File: src/rtl/uart_pkg.sv
// uart_pkg: shared types and defaults for the UART transmit scheduler.
`default_nettype none

package uart_pkg;

  localparam int DATA_W_DEF = 8;

  typedef enum logic [1:0] {
    IDLE  = 2'd0,
    ISSUE = 2'd1,
    WAIT  = 2'd2
  } state_t;

endpackage

`default_nettype wire

File: src/rtl/rr_arb2.sv
// rr_arb2: combinational two-way round-robin pick; on contention the requester
// that was not served last wins.
`default_nettype none

module rr_arb2 (
  input  logic i_req0,
  input  logic i_req1,
  input  logic i_last,
  output logic o_valid,
  output logic o_idx
);

  always_comb begin
    o_valid = i_req0 | i_req1;
    if (i_req0 && i_req1) begin
      o_idx = ~i_last;
    end else begin
      o_idx = i_req1;
    end
  end

endmodule

`default_nettype wire

File: src/rtl/uart_tx_scheduler.sv
// uart_tx_scheduler: shares one UART transmitter between two byte requesters,
// issuing one byte at a time and waiting (bounded) for the frame to finish.
`default_nettype none

module uart_tx_scheduler
  import uart_pkg::*;
#(
  parameter int DATA_W  = DATA_W_DEF,
  parameter int TIMEOUT = 1023
) (
  input  logic              CP,
  input  logic              RST,
  input  logic              req0,
  input  logic              req1,
  input  logic [DATA_W-1:0] data0,
  input  logic [DATA_W-1:0] data1,
  output logic              ack0,
  output logic              ack1,
  output logic              tx_en,
  output logic [DATA_W-1:0] tx_data,
  input  logic              tx_done,
  output logic              busy,
  output logic              grant,
  output logic              timeout_err
);

  localparam int               CNT_W     = $clog2(TIMEOUT + 1);
  localparam logic [CNT_W-1:0] TIMEOUT_C = CNT_W'(TIMEOUT);

  state_t            r_state;
  state_t            w_next;
  logic [CNT_W-1:0]  r_cnt;
  logic [CNT_W-1:0]  w_cnt_inc;
  logic              r_last;
  logic              r_ack0;
  logic              r_ack1;
  logic              r_tx_en;
  logic [DATA_W-1:0] r_tx_data;
  logic              r_busy;
  logic              r_grant;
  logic              r_timeout_err;

  logic              w_arb_valid;
  logic              w_arb_idx;
  logic              w_take;
  logic              w_wait_done;
  logic              w_wait_to;

  rr_arb2 u_arb (
    .i_req0  (req0),
    .i_req1  (req1),
    .i_last  (r_last),
    .o_valid (w_arb_valid),
    .o_idx   (w_arb_idx)
  );

  assign w_cnt_inc   = r_cnt + 1'b1;
  assign w_take      = (r_state == IDLE) && w_arb_valid;
  assign w_wait_done = (r_state == WAIT) && tx_done;
  // Completion on the same edge as the limit counts as done, not timeout.
  assign w_wait_to   = (r_state == WAIT) && !tx_done && (w_cnt_inc == TIMEOUT_C);

  always_ff @(posedge CP or negedge RST) begin
    if (!RST) begin
      r_state <= IDLE;
    end else begin
      r_state <= w_next;
    end
  end

  always_comb begin
    w_next = r_state;
    case (r_state)
      IDLE:    if (w_arb_valid) w_next = ISSUE;
      ISSUE:   w_next = WAIT;
      WAIT:    if (w_wait_done || w_wait_to) w_next = IDLE;
      default: w_next = IDLE;
    endcase
  end

  // Outputs are registered from the transition, so they line up with the new state.
  always_ff @(posedge CP or negedge RST) begin
    if (!RST) begin
      r_tx_en       <= 1'b0;
      r_ack0        <= 1'b0;
      r_ack1        <= 1'b0;
      r_tx_data     <= '0;
      r_busy        <= 1'b0;
      r_grant       <= 1'b0;
      r_timeout_err <= 1'b0;
    end else begin
      r_tx_en       <= w_take;
      r_ack0        <= w_take && !w_arb_idx;
      r_ack1        <= w_take && w_arb_idx;
      r_busy        <= (w_next != IDLE);
      r_timeout_err <= w_wait_to;
      if (w_take) begin
        r_grant   <= w_arb_idx;
        r_tx_data <= w_arb_idx ? data1 : data0;
      end
    end
  end

  // Pointer starts at 1 so requester 0 wins the first contention after reset.
  always_ff @(posedge CP or negedge RST) begin
    if (!RST) begin
      r_cnt  <= '0;
      r_last <= 1'b1;
    end else begin
      if (r_state == ISSUE) begin
        r_cnt <= '0;
      end else if (r_state == WAIT) begin
        r_cnt <= w_cnt_inc;
      end
      if (w_wait_done || w_wait_to) begin
        r_last <= r_grant;
      end
    end
  end

  assign ack0        = r_ack0;
  assign ack1        = r_ack1;
  assign tx_en       = r_tx_en;
  assign tx_data     = r_tx_data;
  assign busy        = r_busy;
  assign grant       = r_grant;
  assign timeout_err = r_timeout_err;

endmodule

`default_nettype wire

File: config.mk
export PLATFORM = sky130hd
export DESIGN_NAME = uart_tx_scheduler
export DESIGN_NICKNAME = d
export VERILOG_FILES = /design/src/rtl/uart_pkg.sv /design/src/rtl/rr_arb2.sv /design/src/rtl/uart_tx_scheduler.sv
export SDC_FILE = /design/constraint.sdc
export NUM_CORES = 1
export LEC_CHECK = 0
export BUFFER_PORTS_ARGS = -buffer_cell sky130_fd_sc_hd__buf_2
export CAP_MARGIN = 20
export CORE_MARGIN = 4
export CORE_UTILIZATION = 40
export DETAILED_ROUTE_END_ITERATION = 8
export SLEW_MARGIN = 10
export SYNTH_ARGS = -nofsm -noshare
export SYNTH_HDL_FRONTEND = slang
export SYNTH_SLANG_ARGS = --single-unit
File: constraint.sdc
create_clock -name CP -period 3.1 [get_ports CP]
set_clock_uncertainty 0.15 [all_clocks]
set_input_delay 0.62 -clock CP [delete_from_list [all_inputs] [get_ports CP]]
set_output_delay 0.62 -clock CP [all_outputs]
set_load 0.03 [all_outputs]
==> Word-level counts from Yosys, hierarchy flattened <==
Cells that the tools add are included.
{ "totals": {"reg_bits": 27, "input_bits": 21, "elab_cells": 36} }
{ "classes": {"add_sub_neg": 1, "eq_ne": 3, "mux": 7, "n_bitwise": 2, "n_reduce_logical": 13} }
{ "ops": {"columns": ["op", "n"], "rows": [
  ["$mux 10", 2],
  ["$add 10x1->10 const B", 1],
  ["$eq 10x10->1 const B", 1],
  ["$mux 8", 1],
  ["$logic_and 1x1->1", 7],
  ["$pmux 2 s3", 1],
  ["$mux 2", 2],
  ["$reduce_bool 2->1", 2],
  ["$eq 2x1->1 const B", 1],
  ["$eq 2x2->1 const B", 1],
  ["$logic_not 1->1", 2],
  ["$logic_not 2->1", 1],
  ["$logic_or 1x1->1", 1],
  ["$mux 1", 1],
  ["$not 1->1", 1],
  ["$or 1x1->1", 1]
]} }

==> Longest topological paths before layout <==
{ "logic_depth": {"ltp_word": 7, "depth_mapped": 7} }

==> Modules after synthesis <==
From an unflattened synthesis, not the netlist that was laid out.
{ "unflattened": {"cells_unflattened": 153, "area_unflattened_um2": 1487.7} }
{ "by_module_without_submodules": {"columns": ["mod", "instances", "cells_per_inst", "area_each_um2", "seq_area_each_um2"], "rows": [
  ["uart_tx_scheduler", 1, 151, 1473.9, 676.9],
  ["rr_arb2", 1, 2, 13.8, 0.0]
]} }

==> Worst setup path before layout <==
Ideal clock, no wire load.
{ "synth_timing": {"path_type": "reg-to-reg", "startpoint": "register r_state[0]", "endpoint": "register r_last", "arrival_time_ns": 1.598, "t_required_ns": 2.865, "path_slack_ns": 1.267, "stages_incl_launch_ff": 8, "period_less_slack_ns": 1.833, "cell_sequence": "dfrtp_1 > inv_1 > ha_1 > nand4b_1 > nor4b_2 > a31o_1 > a22oi_1 > mux2_1"} }
{ "synth_between": {"elab_chain_cells": 4, "word_cells_on_any_way": 5, "classes_between": "eq/ne (1); reduce/logical (4)"} }
{ "synth_rtl": {"columns": ["item", "line", "text"], "rows": [
  ["start: declaration", "uart_tx_scheduler.sv:30", "state_t r_state;"],
  ["start signal: assignment", "uart_tx_scheduler.sv:67", "r_state <= w_next;"],
  ["$eq 2x2->1 *", "uart_tx_scheduler.sv:59, uart_tx_scheduler.sv:61", null],
  ["$logic_and 1x1->1 (2 in a row)", "uart_tx_scheduler.sv:61", "assign w_wait_to = (r_state == WAIT) && !tx_done && (w_cnt_inc == TIMEOUT_C);"],
  ["$logic_or 1x1->1 *", "uart_tx_scheduler.sv:115", "if (w_wait_done || w_wait_to) begin"],
  ["end signal: assignment", "uart_tx_scheduler.sv:116", "r_last <= r_grant;"],
  ["end: declaration", "uart_tx_scheduler.sv:34", "logic r_last;"]
]} }
Every way passes the cells marked *; elsewhere a longest branch is shown, timed or not.
A chain may end at the register's enable or synchronous reset.

==> Worst setup path in the final report <==
{ "layout_timing": {"startpoint": "register r_state[1]", "endpoint": "register r_cnt[9]"} }
{ "layout_between": {"elab_chain_cells": 2, "word_cells_on_any_way": 4, "classes_between": "eq/ne (2); mux (1); reduce/logical (1)"} }
{ "layout_rtl": {"columns": ["item", "line", "text"], "rows": [
  ["$eq 2x1->1 or $eq 2x2->1 (tied branches)", "uart_tx_scheduler.sv:110, uart_tx_scheduler.sv:112", null],
  ["$mux 10 or $reduce_bool 2->1 (tied branches)", null, null],
  ["end signal: assignment", "uart_tx_scheduler.sv:113", "r_cnt <= w_cnt_inc;"],
  ["end: declaration", "uart_tx_scheduler.sv:32", "logic [CNT_W-1:0] r_cnt;"]
]} }
Several ways; a longest one is shown, not always the timed one.

==> flow_summary_export.csv <==
group,metric,value,unit
status,run_status,"completed",
worst_setup_path,cp-startpoint,"r_state[1]",
synthesis,syn_nets,163,
worst_setup_path,cp_slowest_stage_delay,0.45,ns
placement,routabilityCongestion,0.8227,
placement,dp_hpwl,2.167,mm
global_route,overflow,0,
worst_hold_path,hold_class,"in -> async",
global_route,grt_use_total,14.40,%
finish,final_core_util,50.52,%
finish,area.growth.synth_to_final,17.27,%
timing,rsz0062_at_grt,"false",
clocking,insertion_delay,0.32,ns
synthesis,synth_seq_cells,27,
timing,final-max-slew-violation-count,0,
synthesis,synth_area,0.001348,mm2
timing,relSlewSlack,47.82,%
clocking,ctsResizeCount,0,
timing,tns,0,ns
worst_setup_path,path_class,"reg -> reg",
synthesis,ys_warn_count,0,
worst_setup_path,critPathMaxFanout,8,
detailed_routing,vias,1149,
finish,n_antenna_cell,0,
worst_setup_path,cp_num_buf_inv,2,
detailed_routing,dr.pass1.iters,4,
floorplan,core-area,0.003128,mm2
run,drv_cap,0,
global_route,antenna_found_initial,0,
timing,period_minus_slack,2.036,ns
worst_setup_path,cpLargestDelayFamily,"simple AND/OR/NAND/NOR gates",
floorplan,die_w,66.04,um
global_route,grt_pass1_vias,1156,
synthesis,ys_seq_area_share,50.23,%
worst_setup_path,worst_setup_path_end_kind,"register",
worst_setup_path,crit_slowest_cell,"dfrtp_1",
detailed_routing,highest_layer,"met4",
timing,hold_viol,0,
worst_setup_path,crit_required,3.20,ns
placement,place.port_buffers,34,
clocking,clock-root-buffer,"clkbuf_4",
worst_setup_path,start_kind,"register",
timing,tightest_slew,0.7827,ns
finish,final_nets,199,
finish,drive_gt1_share,23.39,%
detailed_routing,wl,2.856,mm
synthesis,synth.avg_cell_area,9.908,um2
clocking,cts_buffers,3,
power_and_ir_drop,p_leak,0.7747,nW
detailed_routing,drc,0,
detailed_routing,routedWlPerCell,13.28,um
finish,final_common_cell,"buf_2",
floorplan,start_util,43.08,%
detailed_routing,wl_met2,1.320,mm
worst_setup_path,cp_data_arrival_time,2.14,ns
floorplan,die_y,66.04,um
clocking,hold_buffers,0,
clocking,cts_setup_buffers,0,
global_route,grt_max_degree,28,
detailed_routing,dr_wl_met3,173,um
synthesis,netlist_instances,136,
clocking,h-tree-depth,1,
floorplan,pin_count,35,
floorplan,dieArea,0.004361,mm2
clocking,clk_pin_slew,0.14,ns
timing,setup_viol,0,
floorplan,rows,20,
finish,final_cell_mix,"buf_2, dfrtp_1, nand2_1, o21ai_0, inv_1",
detailed_routing,ant_nets,0,
clocking,cts_tree,"yes",
detailed_routing,drt_iter0_drc,119,
timing,max_freq,491.1,MHz
synthesis,synth_cell_type_count,34,
power_and_ir_drop,p_total,0.001448,W
power_and_ir_drop,power_per_cell_area,916.6,mW/mm2
clocking,clockBufferDepth,2,
timing,final.period_utilization,65.69,%
global_route,grt_pass1_wl,4.974,mm
detailed_routing,via_per_inst,5.344,
detailed_routing,drt-met1-wl,1.332,mm
clocking,cts.sinks,27,
power_and_ir_drop,peakVddDrop,0.0004126,V
worst_setup_path,crit_chain,"inv_1, ha_1, inv_1, nor2_1, nand4_1, o21ai_0",
worst_setup_path,cpMostUsedCell,"inv_1",
worst_setup_path,rr_startpoint,"r_state[1]",
[power breakdown]
group	internal (W)	switching [W]	total [W]
clock	0.0000504	0.0000988	0.000149
sequential	0.000478	0.0000943	0.000573
combinational	0.000248	0.000479	0.000727
total	0.000776	0.000672	0.00145
[logic make-up (layout without fill, tap and decap cells)]
logic type / Yosys count / count (layout) / share of synthesized area (%)
compound gates: 43 / 43 / 21.08
xor+xnor: 2 / 2 / 1.300
fa+ha+maj: 6 / 6 / 5.571
buf+inv: 18 / 53 / 5.571
flops: 27 / 27 / 50.23
mux: 2 / 2 / 1.578
simple gates: 38 / 38 / 14.67
[cell usage after synthesis]
cell | instances | area, um2
a211o_1 | 1 | 8.760
a21o_1 | 1 | 7.510
a21oi_1 | 4 | 20.02
a222oi_1 | 8 | 80.08
a22oi_1 | 1 | 7.510
a31o_1 | 1 | 8.760
a31oi_1 | 3 | 18.77
and2_1 | 1 | 6.260
and2_2 | 1 | 7.510
and3_1 | 3 | 18.77
buf_6 | 1 | 11.26
clkbuf_1 | 2 | 7.510
dfrtp_1 | 26 | 650.6
dfstp_2 | 1 | 26.28
ha_1 | 6 | 75.07
inv_1 | 15 | 56.30
mux2_1 | 1 | 11.26
mux2i_1 | 1 | 10.01
nand2_1 | 18 | 67.56
nand2b_1 | 1 | 6.260
nand3_1 | 3 | 15.01
nand4_1 | 3 | 18.77
nand4b_1 | 2 | 17.52
nor2_1 | 2 | 7.510
nor3_1 | 2 | 10.01
nor3b_1 | 1 | 7.510
nor4b_2 | 1 | 15.01
o21ai_0 | 17 | 85.08
o21ai_1 | 1 | 5.000
o22ai_1 | 3 | 18.77
o31ai_1 | 2 | 15.01
o41ai_1 | 1 | 8.760
xnor2_1 | 1 | 8.760
xor2_1 | 1 | 8.760
[worst paths after layout]
path	end	slack, ns	cells after the start
setup / recovery	r_cnt[9]	1.06	6
hold / removal	r_cnt[1]	0.12	1
setup reg to reg	r_cnt[9]	1.06	6
hold reg to reg	r_cnt[9]	0.36	1
max in group asynchronous	r_last	2.30	1
min in group CP	tx_data[1]	0.34	3
[per-layer routing]
| layer | vias up | GRT usage [%] |
|---|---|---|
| met4 | 0 | 5.584 |
| met2 | 40 | 23.28 |
| met3 | 4 | 3.061 |
| met1 | 537 | 18.80 |
| li1 | 568 | - |
| met5 | - | 0 |
[registers in the layout, indices dropped and copies added, names as in the netlist]
signal / cells
r_cnt: 10
tx_data: 8
r_state: 2
ack0: 1
ack1: 1
busy: 1
grant: 1
r_last: 1
timeout_err: 1
tx_en: 1
[final cells by class]
cell class	count	area, um2
repair buffers	34	170.2
inverters	15	56.30
multi-input cells	91	595.6
fillers	307	1548
well taps	44	55.05
clock buffers	4	26.28
flip-flops and latches	27	676.9
[stage by stage]
stage                     hold WS [ns]  cell area, um2  worst slack, ns  std cells
final                           0.1208            1580            1.064        215
after global routing            0.1527            1580           0.8438        215
after CTS                       0.1374            1580            1.034        215
after detailed placement        0.3408            1554            1.065        211
after global placement          0.3321            1554            1.125        211
after floorplan                 0.1744            1348            1.267        136
[worst reg2reg max path, stage by stage, from the launching register on]
cell     delay (ns)
dfrtp_1        0.45
inv_1          0.10
ha_1           0.43
inv_1          0.17
nor2_1         0.36
nand4_1        0.14
o21ai_0        0.17
(Power assumes the default switching activity.)
